--- src/rtl/fetch_redirect_pcgen_if.sv ---
// Jump-redirect inputs, single-outstanding fetch bus and decode-side instruction pair
// of fetch_redirect_pcgen. master = PC generator, slave = its environment.
interface fetch_redirect_pcgen_if;
   logic        way0_jumpFlag_i;
   logic [31:0] way0_jumpAddr_i;
   logic        way1_jumpFlag_i;
   logic [31:0] way1_jumpAddr_i;
   logic        ifReqValid_o;
   logic [31:0] ifReqAddr_o;
   logic        ifReqReady_i;
   logic        ifRspValid_i;
   logic [63:0] ifRspData_i;
   logic        outValid_o;
   logic        outReady_i;
   logic [31:0] way0_inst_o;
   logic [31:0] way1_inst_o;
   logic [31:0] way0_pc_o;
   logic [31:0] way1_pc_o;
   logic        way0_valid_o;
   logic        way1_valid_o;
   logic        flush_o;

   modport master (
      input  way0_jumpFlag_i, way0_jumpAddr_i, way1_jumpFlag_i, way1_jumpAddr_i,
      input  ifReqReady_i, ifRspValid_i, ifRspData_i, outReady_i,
      output ifReqValid_o, ifReqAddr_o, outValid_o, way0_inst_o, way1_inst_o,
      output way0_pc_o, way1_pc_o, way0_valid_o, way1_valid_o, flush_o
   );

   modport slave (
      output way0_jumpFlag_i, way0_jumpAddr_i, way1_jumpFlag_i, way1_jumpAddr_i,
      output ifReqReady_i, ifRspValid_i, ifRspData_i, outReady_i,
      input  ifReqValid_o, ifReqAddr_o, outValid_o, way0_inst_o, way1_inst_o,
      input  way0_pc_o, way1_pc_o, way0_valid_o, way1_valid_o, flush_o
   );
endinterface

--- src/rtl/fetch_redirect_pcgen.sv ---
// Front-end PC generator: fetches aligned instruction pairs, buffers one, redirects on jumps.
// Optional macro JUMP_CHECK_EN adds sticky redirectErr_o for inconsistent way0/way1 jump copies.
module fetch_redirect_pcgen #(
   parameter logic [31:0] RESET_PC = 32'h8000_0000
) (
   input  logic clk,
   input  logic rst_n,
`ifdef JUMP_CHECK_EN
   output logic redirectErr_o,
`endif
   fetch_redirect_pcgen_if.master bus
);

   typedef enum logic [1:0] {BOOT, REQ, WAIT, HOLD} state_t;

   state_t      r_state, w_state_next;
   logic [31:0] r_pc;
   logic        r_skip;
   logic        r_drop;
   logic        r_flush;
   logic [63:0] r_buf;
   logic        w_redirect;
   logic        w_stale;
   logic [31:0] w_target;

   logic        w_req_valid, w_out_valid, w_way0_valid, w_way1_valid;
   logic [31:0] w_req_addr, w_way0_pc, w_way1_pc, w_way0_inst, w_way1_inst;

   assign w_redirect = (r_state != BOOT) && (bus.way0_jumpFlag_i || bus.way1_jumpFlag_i);
   assign w_target   = bus.way0_jumpFlag_i ? bus.way0_jumpAddr_i : (bus.way1_jumpAddr_i - 32'd4);
   // An accepted-but-unanswered request at redirect time will return stale data later.
   assign w_stale    = ((r_state == WAIT) && !bus.ifRspValid_i) ||
                       ((r_state == REQ) && bus.ifReqReady_i);

   always_ff @(posedge clk or negedge rst_n) begin
      if (!rst_n) r_state <= BOOT;
      else        r_state <= w_state_next;
   end

   always_comb begin
      w_state_next = r_state;
      if (w_redirect) begin
         w_state_next = REQ;
      end else begin
         case (r_state)
            BOOT:    w_state_next = REQ;
            REQ:     if (bus.ifReqReady_i) w_state_next = WAIT;
            WAIT:    if (bus.ifRspValid_i) w_state_next = r_drop ? REQ : HOLD;
            HOLD:    if (bus.outReady_i) w_state_next = REQ;
            default: w_state_next = BOOT;
         endcase
      end
   end

   always_ff @(posedge clk or negedge rst_n) begin
      if (!rst_n) begin
         r_pc    <= RESET_PC;
         r_skip  <= 1'b0;
         r_drop  <= 1'b0;
         r_flush <= 1'b0;
         r_buf   <= '0;
      end else begin
         r_flush <= w_redirect;
         if (w_redirect) begin
            r_pc   <= w_target & ~32'h7;
            r_skip <= w_target[2];
            r_drop <= r_drop | w_stale;
         end else if (r_state == WAIT && bus.ifRspValid_i) begin
            if (r_drop) r_drop <= 1'b0;
            else        r_buf  <= bus.ifRspData_i;
         end else if (r_state == HOLD && bus.outReady_i) begin
            r_pc   <= r_pc + 32'd8;
            r_skip <= 1'b0;
         end
      end
   end

   always_comb begin
      w_req_valid  = 1'b0;
      w_req_addr   = '0;
      w_out_valid  = 1'b0;
      w_way0_valid = 1'b0;
      w_way1_valid = 1'b0;
      w_way0_pc    = '0;
      w_way1_pc    = '0;
      w_way0_inst  = '0;
      w_way1_inst  = '0;
      case (r_state)
         REQ: begin
            w_req_valid = 1'b1;
            w_req_addr  = r_pc;
         end
         HOLD: begin
            w_out_valid  = 1'b1;
            w_way0_valid = !r_skip;
            w_way1_valid = 1'b1;
            w_way0_pc    = r_pc;
            w_way1_pc    = r_pc + 32'd4;
            w_way0_inst  = r_buf[31:0];
            w_way1_inst  = r_buf[63:32];
         end
         default: ;
      endcase
   end

   assign bus.ifReqValid_o = w_req_valid;
   assign bus.ifReqAddr_o  = w_req_addr;
   assign bus.outValid_o   = w_out_valid;
   assign bus.way0_valid_o = w_way0_valid;
   assign bus.way1_valid_o = w_way1_valid;
   assign bus.way0_pc_o    = w_way0_pc;
   assign bus.way1_pc_o    = w_way1_pc;
   assign bus.way0_inst_o  = w_way0_inst;
   assign bus.way1_inst_o  = w_way1_inst;
   assign bus.flush_o      = r_flush;

`ifdef JUMP_CHECK_EN
   logic r_err;
   logic w_err_cond;

   // The producer drives both copies together, so a lone flag or a target mismatch is an error.
   assign w_err_cond = (bus.way0_jumpFlag_i ^ bus.way1_jumpFlag_i) ||
                       (bus.way0_jumpFlag_i && bus.way1_jumpFlag_i &&
                        (bus.way1_jumpAddr_i != bus.way0_jumpAddr_i + 32'd4));

   always_ff @(posedge clk or negedge rst_n) begin
      if (!rst_n)          r_err <= 1'b0;
      else if (w_err_cond) r_err <= 1'b1;
   end

   assign redirectErr_o = r_err;
`endif

endmodule

--- src/flat_wrapper.sv ---
// flat-port wrapper written by rule: the top's interface ports become plain ports
module fetch_redirect_pcgen_flat 
#(
   parameter logic [31:0] RESET_PC = 32'h8000_0000
)
  (clk, rst_n, bus_way0_jumpFlag_i, bus_way0_jumpAddr_i, bus_way1_jumpFlag_i, bus_way1_jumpAddr_i, bus_ifReqReady_i, bus_ifRspValid_i, bus_ifRspData_i, bus_outReady_i, bus_ifReqValid_o, bus_ifReqAddr_o, bus_outValid_o, bus_way0_inst_o, bus_way1_inst_o, bus_way0_pc_o, bus_way1_pc_o, bus_way0_valid_o, bus_way1_valid_o, bus_flush_o);
  fetch_redirect_pcgen_if bus_i ();
  input  logic clk;
  input  logic rst_n;
  input wire logic [$bits(bus_i.way0_jumpFlag_i)-1:0] bus_way0_jumpFlag_i;
  input wire logic [$bits(bus_i.way0_jumpAddr_i)-1:0] bus_way0_jumpAddr_i;
  input wire logic [$bits(bus_i.way1_jumpFlag_i)-1:0] bus_way1_jumpFlag_i;
  input wire logic [$bits(bus_i.way1_jumpAddr_i)-1:0] bus_way1_jumpAddr_i;
  input wire logic [$bits(bus_i.ifReqReady_i)-1:0] bus_ifReqReady_i;
  input wire logic [$bits(bus_i.ifRspValid_i)-1:0] bus_ifRspValid_i;
  input wire logic [$bits(bus_i.ifRspData_i)-1:0] bus_ifRspData_i;
  input wire logic [$bits(bus_i.outReady_i)-1:0] bus_outReady_i;
  output wire logic [$bits(bus_i.ifReqValid_o)-1:0] bus_ifReqValid_o;
  output wire logic [$bits(bus_i.ifReqAddr_o)-1:0] bus_ifReqAddr_o;
  output wire logic [$bits(bus_i.outValid_o)-1:0] bus_outValid_o;
  output wire logic [$bits(bus_i.way0_inst_o)-1:0] bus_way0_inst_o;
  output wire logic [$bits(bus_i.way1_inst_o)-1:0] bus_way1_inst_o;
  output wire logic [$bits(bus_i.way0_pc_o)-1:0] bus_way0_pc_o;
  output wire logic [$bits(bus_i.way1_pc_o)-1:0] bus_way1_pc_o;
  output wire logic [$bits(bus_i.way0_valid_o)-1:0] bus_way0_valid_o;
  output wire logic [$bits(bus_i.way1_valid_o)-1:0] bus_way1_valid_o;
  output wire logic [$bits(bus_i.flush_o)-1:0] bus_flush_o;
  assign bus_i.way0_jumpFlag_i = bus_way0_jumpFlag_i;
  assign bus_i.way0_jumpAddr_i = bus_way0_jumpAddr_i;
  assign bus_i.way1_jumpFlag_i = bus_way1_jumpFlag_i;
  assign bus_i.way1_jumpAddr_i = bus_way1_jumpAddr_i;
  assign bus_i.ifReqReady_i = bus_ifReqReady_i;
  assign bus_i.ifRspValid_i = bus_ifRspValid_i;
  assign bus_i.ifRspData_i = bus_ifRspData_i;
  assign bus_i.outReady_i = bus_outReady_i;
  assign bus_ifReqValid_o = bus_i.ifReqValid_o;
  assign bus_ifReqAddr_o = bus_i.ifReqAddr_o;
  assign bus_outValid_o = bus_i.outValid_o;
  assign bus_way0_inst_o = bus_i.way0_inst_o;
  assign bus_way1_inst_o = bus_i.way1_inst_o;
  assign bus_way0_pc_o = bus_i.way0_pc_o;
  assign bus_way1_pc_o = bus_i.way1_pc_o;
  assign bus_way0_valid_o = bus_i.way0_valid_o;
  assign bus_way1_valid_o = bus_i.way1_valid_o;
  assign bus_flush_o = bus_i.flush_o;
  fetch_redirect_pcgen #(.RESET_PC(RESET_PC)) u_core (.clk(clk), .rst_n(rst_n), .bus(bus_i));
endmodule
--- config.mk ---
export PLATFORM = sky130hd
export DESIGN_NAME = fetch_redirect_pcgen_flat
export DESIGN_NICKNAME = d
export VERILOG_FILES = /design/src/rtl/fetch_redirect_pcgen_if.sv /design/src/rtl/fetch_redirect_pcgen.sv /design/src/flat_wrapper.sv
export SDC_FILE = /design/constraint.sdc
export NUM_CORES = 1
export LEC_CHECK = 0
export BUFFER_PORTS_ARGS = -buffer_cell sky130_fd_sc_hd__buf_2
export CORE_MARGIN = 5
export CORE_UTILIZATION = 43
export CTS_CLUSTER_DIAMETER = 80
export DETAILED_ROUTE_END_ITERATION = 10
export HOLD_SLACK_MARGIN = 0.1
export PLACE_DENSITY = 0.78
export SYNTH_ARGS = -nofsm -noshare
export SYNTH_HDL_FRONTEND = slang
export SYNTH_SLANG_ARGS = --single-unit
export TNS_END_PERCENT = 20
--- constraint.sdc ---
create_clock -name clk -period 2.2 [get_ports clk]
set_input_delay 0.33 -clock clk [delete_from_list [all_inputs] [get_ports clk]]
set_output_delay 0.33 -clock clk [all_outputs]
set_load 0.01 [all_outputs]
==> flow_summary_export.csv, run 1 <==
group,metric,value,unit
placed_design,dp_slack,-22.1,ps
die,die_w,131,um
setup_path,crit_type,"reg -> reg",
sta,fmax,467,MHz
sta,timing.final.crit_share,97.4,%
logic_synthesis,async_reset_ff_share,100,%
placed_design,dpl.hpwl,14800,um
setup_path,cp-start-kind,"flop",
sta,slew_headroom,63.4,%
sta,grt_setup_unrepaired,"yes",
power_and_ir_drop,total_power,6.98,mW
logic_synthesis,ys_ff_latch,98,
detailed_routing,viasPerCell,5.09,
cts,post-cts-setup-buffers,0,
outcome,status,"finished clean",
logic_synthesis,yosysSeqAreaShare,39.2,%
global_route,grt_pass1_vias,5476,
logic_synthesis,syn_inst,647,
global_route,grt_pass1_wl,27500,um
sta,fin_tns_setup,0,ps
logic_synthesis,synth_ff_type,"dfrtp_1",
cells_and_area,nNetsFinal,1093,
placed_design,dp.cells,1123,
cells_and_area,drive_gt1_share,39.3,%
detailed_routing,num_vias,5805,
cts,clk_path_buf_depth,2,
cells_and_area,diodes,0,
die,num_io_pins,300,
sta,worst_slack,56.9,ps
global_route,overflow,0,
die,die_area,17100,um^2
detailed_routing,drtAntennaViolNets,0,
cts,path_clk_slew,70,ps
cts,cts_root_buf,"clkbuf_16",
cells_and_area,area_growth,35.6,%
die,row_count,44,
sta,worst_pin_slew,549,ps
setup_path,end_kind,"flop",
global_route,grt.total_usage,20.3,%
logic_synthesis,yosysMostFrequentCell,"and2_1",
logic_synthesis,yosys_warnings,0,
setup_path,arrival,2420,ps
logic_synthesis,synth_area_leaders,"dfrtp_1 39%, and2_1 15%, mux2_1 12%",
placed_design,postPlaceCellArea,8120,um^2
logic_synthesis,netlist_top_cells_count,"146 x and2_1, 97 x dfrtp_1, 64 x mux2_1",
sta,setup_viol,0,
detailed_routing,wl,18500,um
sta,fin_skew,9.48,ps
logic_synthesis,synth_top_area_share,38.8,%
die,core_area,14400,um^2
placed_design,gp_congestion,0.879,
die,start_util,43.3,%
global_route,antenna_found_initial,0,
cts,clkLatencyLatePin,340,ps
cts,cts_tree,"built",
detailed_routing,drc,0,
setup_path,crit_fanout,8,
sta,maxSlewViolCount,0,
cts,cts_made_buffers,9,
cells_and_area,final_core_util,58.8,%
logic_synthesis,yosys.area.top_type,"dfrtp_1",
logic_synthesis,synth_edf_count,0,
die,die_h,131,um
power_and_ir_drop,leakagePower,4.48,nW
power_and_ir_drop,ir_drop,0.344,mV
setup_path,required,2480,ps
job,maxCapViolations,0,
sta,period_minus_slack,2140,ps
logic_synthesis,synth.cell_area,6250,um^2
cells_and_area,design_area,8480,um^2
global_route,grt_max_degree,125,
detailed_routing,dr.pass1.iters,4,
power_and_ir_drop,powerDensity,823,nW/um^2
worst_hold_path,hold_path.class,"in -> reg",
logic_synthesis,ys_types,64,
cells_and_area,n_fill_cell,1253,
placed_design,numPortBuffers,287,
cells_and_area,fin_cells,1140,
sta,holdWs,198,ps
detailed_routing,drt_iter0_drc,333,
cts,cts.htree.levels,3,
sta,hold_viol,0,
logic_synthesis,syn_area_per_cell,9.66,um^2
detailed_routing,wl_per_cell,16.2,um
cts,clkSinkCount,98,
[cells in the final DEF, fill, tap and decap left out, drive strengths merged, types with 4 or more instances in the layout]
cell type  netlist  layout
o21a             5       5
conb             1       8
clkbuf          25      10
a21boi           4       4
o22ai            5       5
a211oi           4       4
or3              5       5
dfrtp           97      97
nand4           12      12
mux2i            5       5
and3             4       4
nor2            21      21
inv             12      15
and2           146     146
o311ai           4       4
o21ai           13      13
nor3            24      24
nand2b          12      12
ha               7       7
mux2            64      64
a21oi           11      11
nand3           21      21
nor4            14      14
nand2           20      20
o211ai           7       7
clkinv           1       4
buf             26     336
xnor2           27      27
xor2            15      15
[repair_timing]
| item | CTS | global route |
|---|---|---|
| hold buffers | 1 | 0 |
| endpoints found under the hold margin | 34 | 0 |
| gates resized for setup | 2 | 12 |
| pin swaps | 0 | 1 |
| setup endpoints to repair | 126 | 184 |
[worst paths after layout]
path	cells after the start	startpoint	slack, ps	to
max in group asynchronous	3	rst_n	1030	u_core.r_buf[6]
min	2	bus_ifRspData_i[28]	200	u_core.r_buf[28]
min in group asynchronous	2	rst_n	520	u_core.r_buf[38]
min reg2reg	1	u_core.r_buf[43]	480	u_core.r_buf[43]
max reg2reg	8	u_core.r_state[0]	60	u_core.r_pc[28]
max	8	u_core.r_state[0]	60	u_core.r_pc[28]
[registers in the layout (all words and copies together), names as in the netlist]
signal,flops
u_core.r_pc,29
u_core.r_buf,64
u_core.r_drop,1
u_core.r_skip,1
u_core.r_state,2
u_core.bus.flush_o,1
[cell families after synthesis]
group / Yosys count / synth area share, %
AO/OA/AOI/OAI: 71 / 8.02
flip-flops: 98 / 39.2
XOR/XNOR: 42 / 5.88
adder cells (fa/ha/maj): 7 / 1.40
buffers and inverters: 64 / 4.94
multiplexers: 69 / 12.3
other: 1 / 0.0600
AND/OR/NAND/NOR: 295 / 28.1
[area by class of cell]
cell class / count / area (um^2) / share of cell area (%)
clock inverters: 6 / 57.6 / 0.679
flip-flops and latches: 98 / 2460 / 29.0
repair buffers: 337 / 1890 / 22.2
inverters: 13 / 48.8 / 0.575
multi-input cells: 492 / 3560 / 42.0
clock buffers: 10 / 239 / 2.82
well taps: 184 / 230 / 2.71
[layer usage]
metal	track usage [%]	routed length (um)
met4	7.26	381
met5	0	0
met2	34.4	8830
met3	3.05	1330
met1	26.6	7960
[critical path, stage by stage, from the launching register on]
cell and delay (ps):
dfrtp_2 410, inv_2 50, ha_2 200, nand2_2 60, or4b_4 450, buf_6 150
or4_1 480, nand3_2 100, o221a_2 170
[power breakdown]
| part | internal (mW) | switching [mW] | leakage, nW | total [mW] |
|---|---|---|---|---|
| combinational | 1.35 | 1.65 | 3.05 | 3.00 |
| clock | 0.824 | 0.722 | 0.147 | 1.55 |
| sequential | 2.14 | 0.293 | 1.28 | 2.43 |
| total | 4.31 | 2.67 | 4.48 | 6.98 |
Note: power is estimated with default switching activity, not from simulation.
==> run 2, diff against run 1 <==
Settings changed: PLACE_DENSITY 0.78 to 0.76.
==> flow_summary_export.csv, run 2 (synthesis results as in run 1) <==
group,metric,value,unit
die,die_w,131,um
power_and_ir_drop,power.share.clock,23.9,%
detailed_routing,drtAntennaViolNets,0,
detailed_routing,num_vias,5725,
power_and_ir_drop,internal_power,4.50,mW
global_route,grt_util_met2,34.1,%
global_route,overflow,0,
setup_path,end_kind,"flop",
power_and_ir_drop,combPwrFrac,41.9,%
die,core_area,14400,um^2
job,maxCapViolations,0,
cells_and_area,largest_register,"u_core.r_buf",
detailed_routing,drt_iter0_drc,428,
setup_path,rrSetupSlack,40,ps
cts,path_clk_slew,70,ps
global_route,grt_pass1_wl,27500,um
power_and_ir_drop,p_sw_share,36.5,%
cells_and_area,area_growth,36.3,%
die,start_util,43.3,%
global_route,grt_pass1_vias,5435,
cells_and_area,regArea,2450,um^2
power_and_ir_drop,p_sw,2.59,mW
setup_path,required,2480,ps
global_route,use_met3,2.80,%
placed_design,gp_congestion,0.928,
cells_and_area,reg.largest.list,"u_core.r_buf: 64 flops, u_core.r_pc: 29 flops, u_core.r_state: 2 flops",
sta,fmax,463,MHz
sta,worst_pin_slew,572,ps
cells_and_area,largest_register_ffs,64,
placed_design,dpl.hpwl,14800,um
global_route,grt.total_usage,20.1,%
die,num_io_pins,300,
cts,cts.htree.levels,3,
setup_path,reg2reg_depth,7,
detailed_routing,viasPerCell,5.02,
sta,setup_viol,0,
die,row_count,44,
sta,slew_headroom,61.8,%
sta,timing.final.crit_share,98.1,%
cells_and_area,multi_input_area,3540,um^2
global_route,use_met1,26.6,%
power_and_ir_drop,leakagePower,4.50,nW
worst_hold_path,hold_path.class,"in -> reg",
setup_path,crit_chain,"ha_2 -> nand2_1 -> or4b_4 -> buf_6 -> or4_4 -> nand3_2 -> o221a_2",
setup_path,slowest_delay,550,ps
cells_and_area,nNetsFinal,1094,
cells_and_area,diodes,0,
cts,cts_tree,"built",
cells_and_area,n_fill_cell,1282,
cts,cts_root_buf,"clkbuf_16",
setup_path,crit_fanout,10,
setup_path,rr_startpoint,"u_core.r_state[1]",
sta,grt_setup_unrepaired,"yes",
power_and_ir_drop,ir_drop,0.378,mV
setup_path,r2r_end,"u_core.r_pc[28]",
power_and_ir_drop,p_seq_share,34.2,%
cts,clkLatencyLatePin,340,ps
cts,clkSinkCount,98,
placed_design,numPortBuffers,287,
setup_path,cp-startpoint,"u_core.r_state[1]",
sta,fin_skew,10.1,ps
cells_and_area,drive_gt1_share,38.8,%
cells_and_area,layout_common_cells,"286 x buf_2, 146 x and2_1, 97 x dfrtp_1",
global_route,antenna_found_initial,0,
outcome,status,"finished clean",
setup_path,crit_type,"reg -> reg",
global_route,grt_max_degree,75,
sta,fin_tns_setup,0,ps
detailed_routing,drc,0,
detailed_routing,wl_per_cell,16.1,um
setup_path,cp-start-kind,"flop",
setup_path,endpoint,"u_core.r_pc[28]",
cells_and_area,final_common_cell,"buf_2",
detailed_routing,dr.pass1.iters,5,
die,die_h,131,um
sta,hold_viol,0,
cts,clk_path_buf_depth,2,
die,die_area,17100,um^2
detailed_routing,wl,18300,um
sta,holdWs,202,ps
global_route,top_usage_layer,"met2",
cts,cts_made_buffers,9,
sta,maxSlewViolCount,0,
sta,period_minus_slack,2160,ps
setup_path,arrival,2440,ps
setup_path,worst_path_max_delay_cell,"or4b_4",
power_and_ir_drop,powerDensity,831,nW/um^2
run 2: cell type report:
cell class,instances,area share (%)
clock buffers,10,2.80
clock inverters,5,0.998
inverters,13,0.572
multi-input cells,492,41.6
flip-flops and latches,98,28.8
well taps,184,2.70
repair buffers,338,22.6
run 2: worst min-delay path by stage:
stage,start,to,slack [ps],cells past startpoint
detailed placement,rst_n,u_core.r_buf[23],300,1
CTS,bus_ifRspData_i[2],u_core.r_buf[2],190,2
global route,bus_ifRspData_i[26],u_core.r_buf[26],200,2
global placement,rst_n,u_core.r_buf[28],300,1
floorplan,rst_n,u_core.bus.flush_o,30,0
finish,bus_ifRspData_i[2],u_core.r_buf[2],200,2
run 2: power groups by stage:
| stage | Combinational, mW | Clock, mW | Sequential (mW) |
|---|---|---|---|
| floorplan | 1.61 | 0 | 2.43 |
| global placement | 2.93 | 0 | 2.43 |
| detailed placement | 2.97 | 0 | 2.45 |
| CTS | 3.00 | 1.74 | 2.42 |
| global route | 3.26 | 1.81 | 2.47 |
| finish | 2.97 | 1.70 | 2.42 |
run 2: through the flow:
stage / utilization (%) / worst slack (ps) / total power [mW] / cell area [um^2] / std cells
final: 59.1 / 41.2 / 7.09 / 8520 / 1140
after global routing: 59.1 / -10.2 / 7.54 / 8520 / 1140
after CTS: 58.8 / 8.41 / 7.15 / 8480 / 1138
after detailed placement: 56.4 / 4.36 / 5.42 / 8130 / 1122
after global placement: 56.4 / 27.7 / 5.37 / 8130 / 1122
after floorplan: - / -25.8 / 4.04 / 6280 / 654
run 2: repair_timing:
| action | in CTS | in global routing |
|---|---|---|
| hold buffers | 1 | 0 |
| buffers inserted | 0 | 2 |
| endpoints found under the hold margin | 29 | 0 |
| gates cloned | 0 | 0 |
| pin swaps | 0 | 1 |
| endpoints found under the setup margin | 5 | 8 |
| gates resized for setup | 3 | 5 |
run 2: worst max-delay path: cells and delay by family, from the launching register on:
kind                       cells  cell delay [ps]
buffers and inverters          1              160
AOI/OAI and AO/OA              1              160
DFF                            1              400
adders and majority gates      1              200
and+or+nand+nor                4             1190
run 2: metal layers:
metal / routed length [um] / vias to the layer above
li1: - / 2829
met1: 7910 / 2663
met2: 8790 / 213
met3: 1310 / 20
met4: 321 / 0
met5: 0 / -
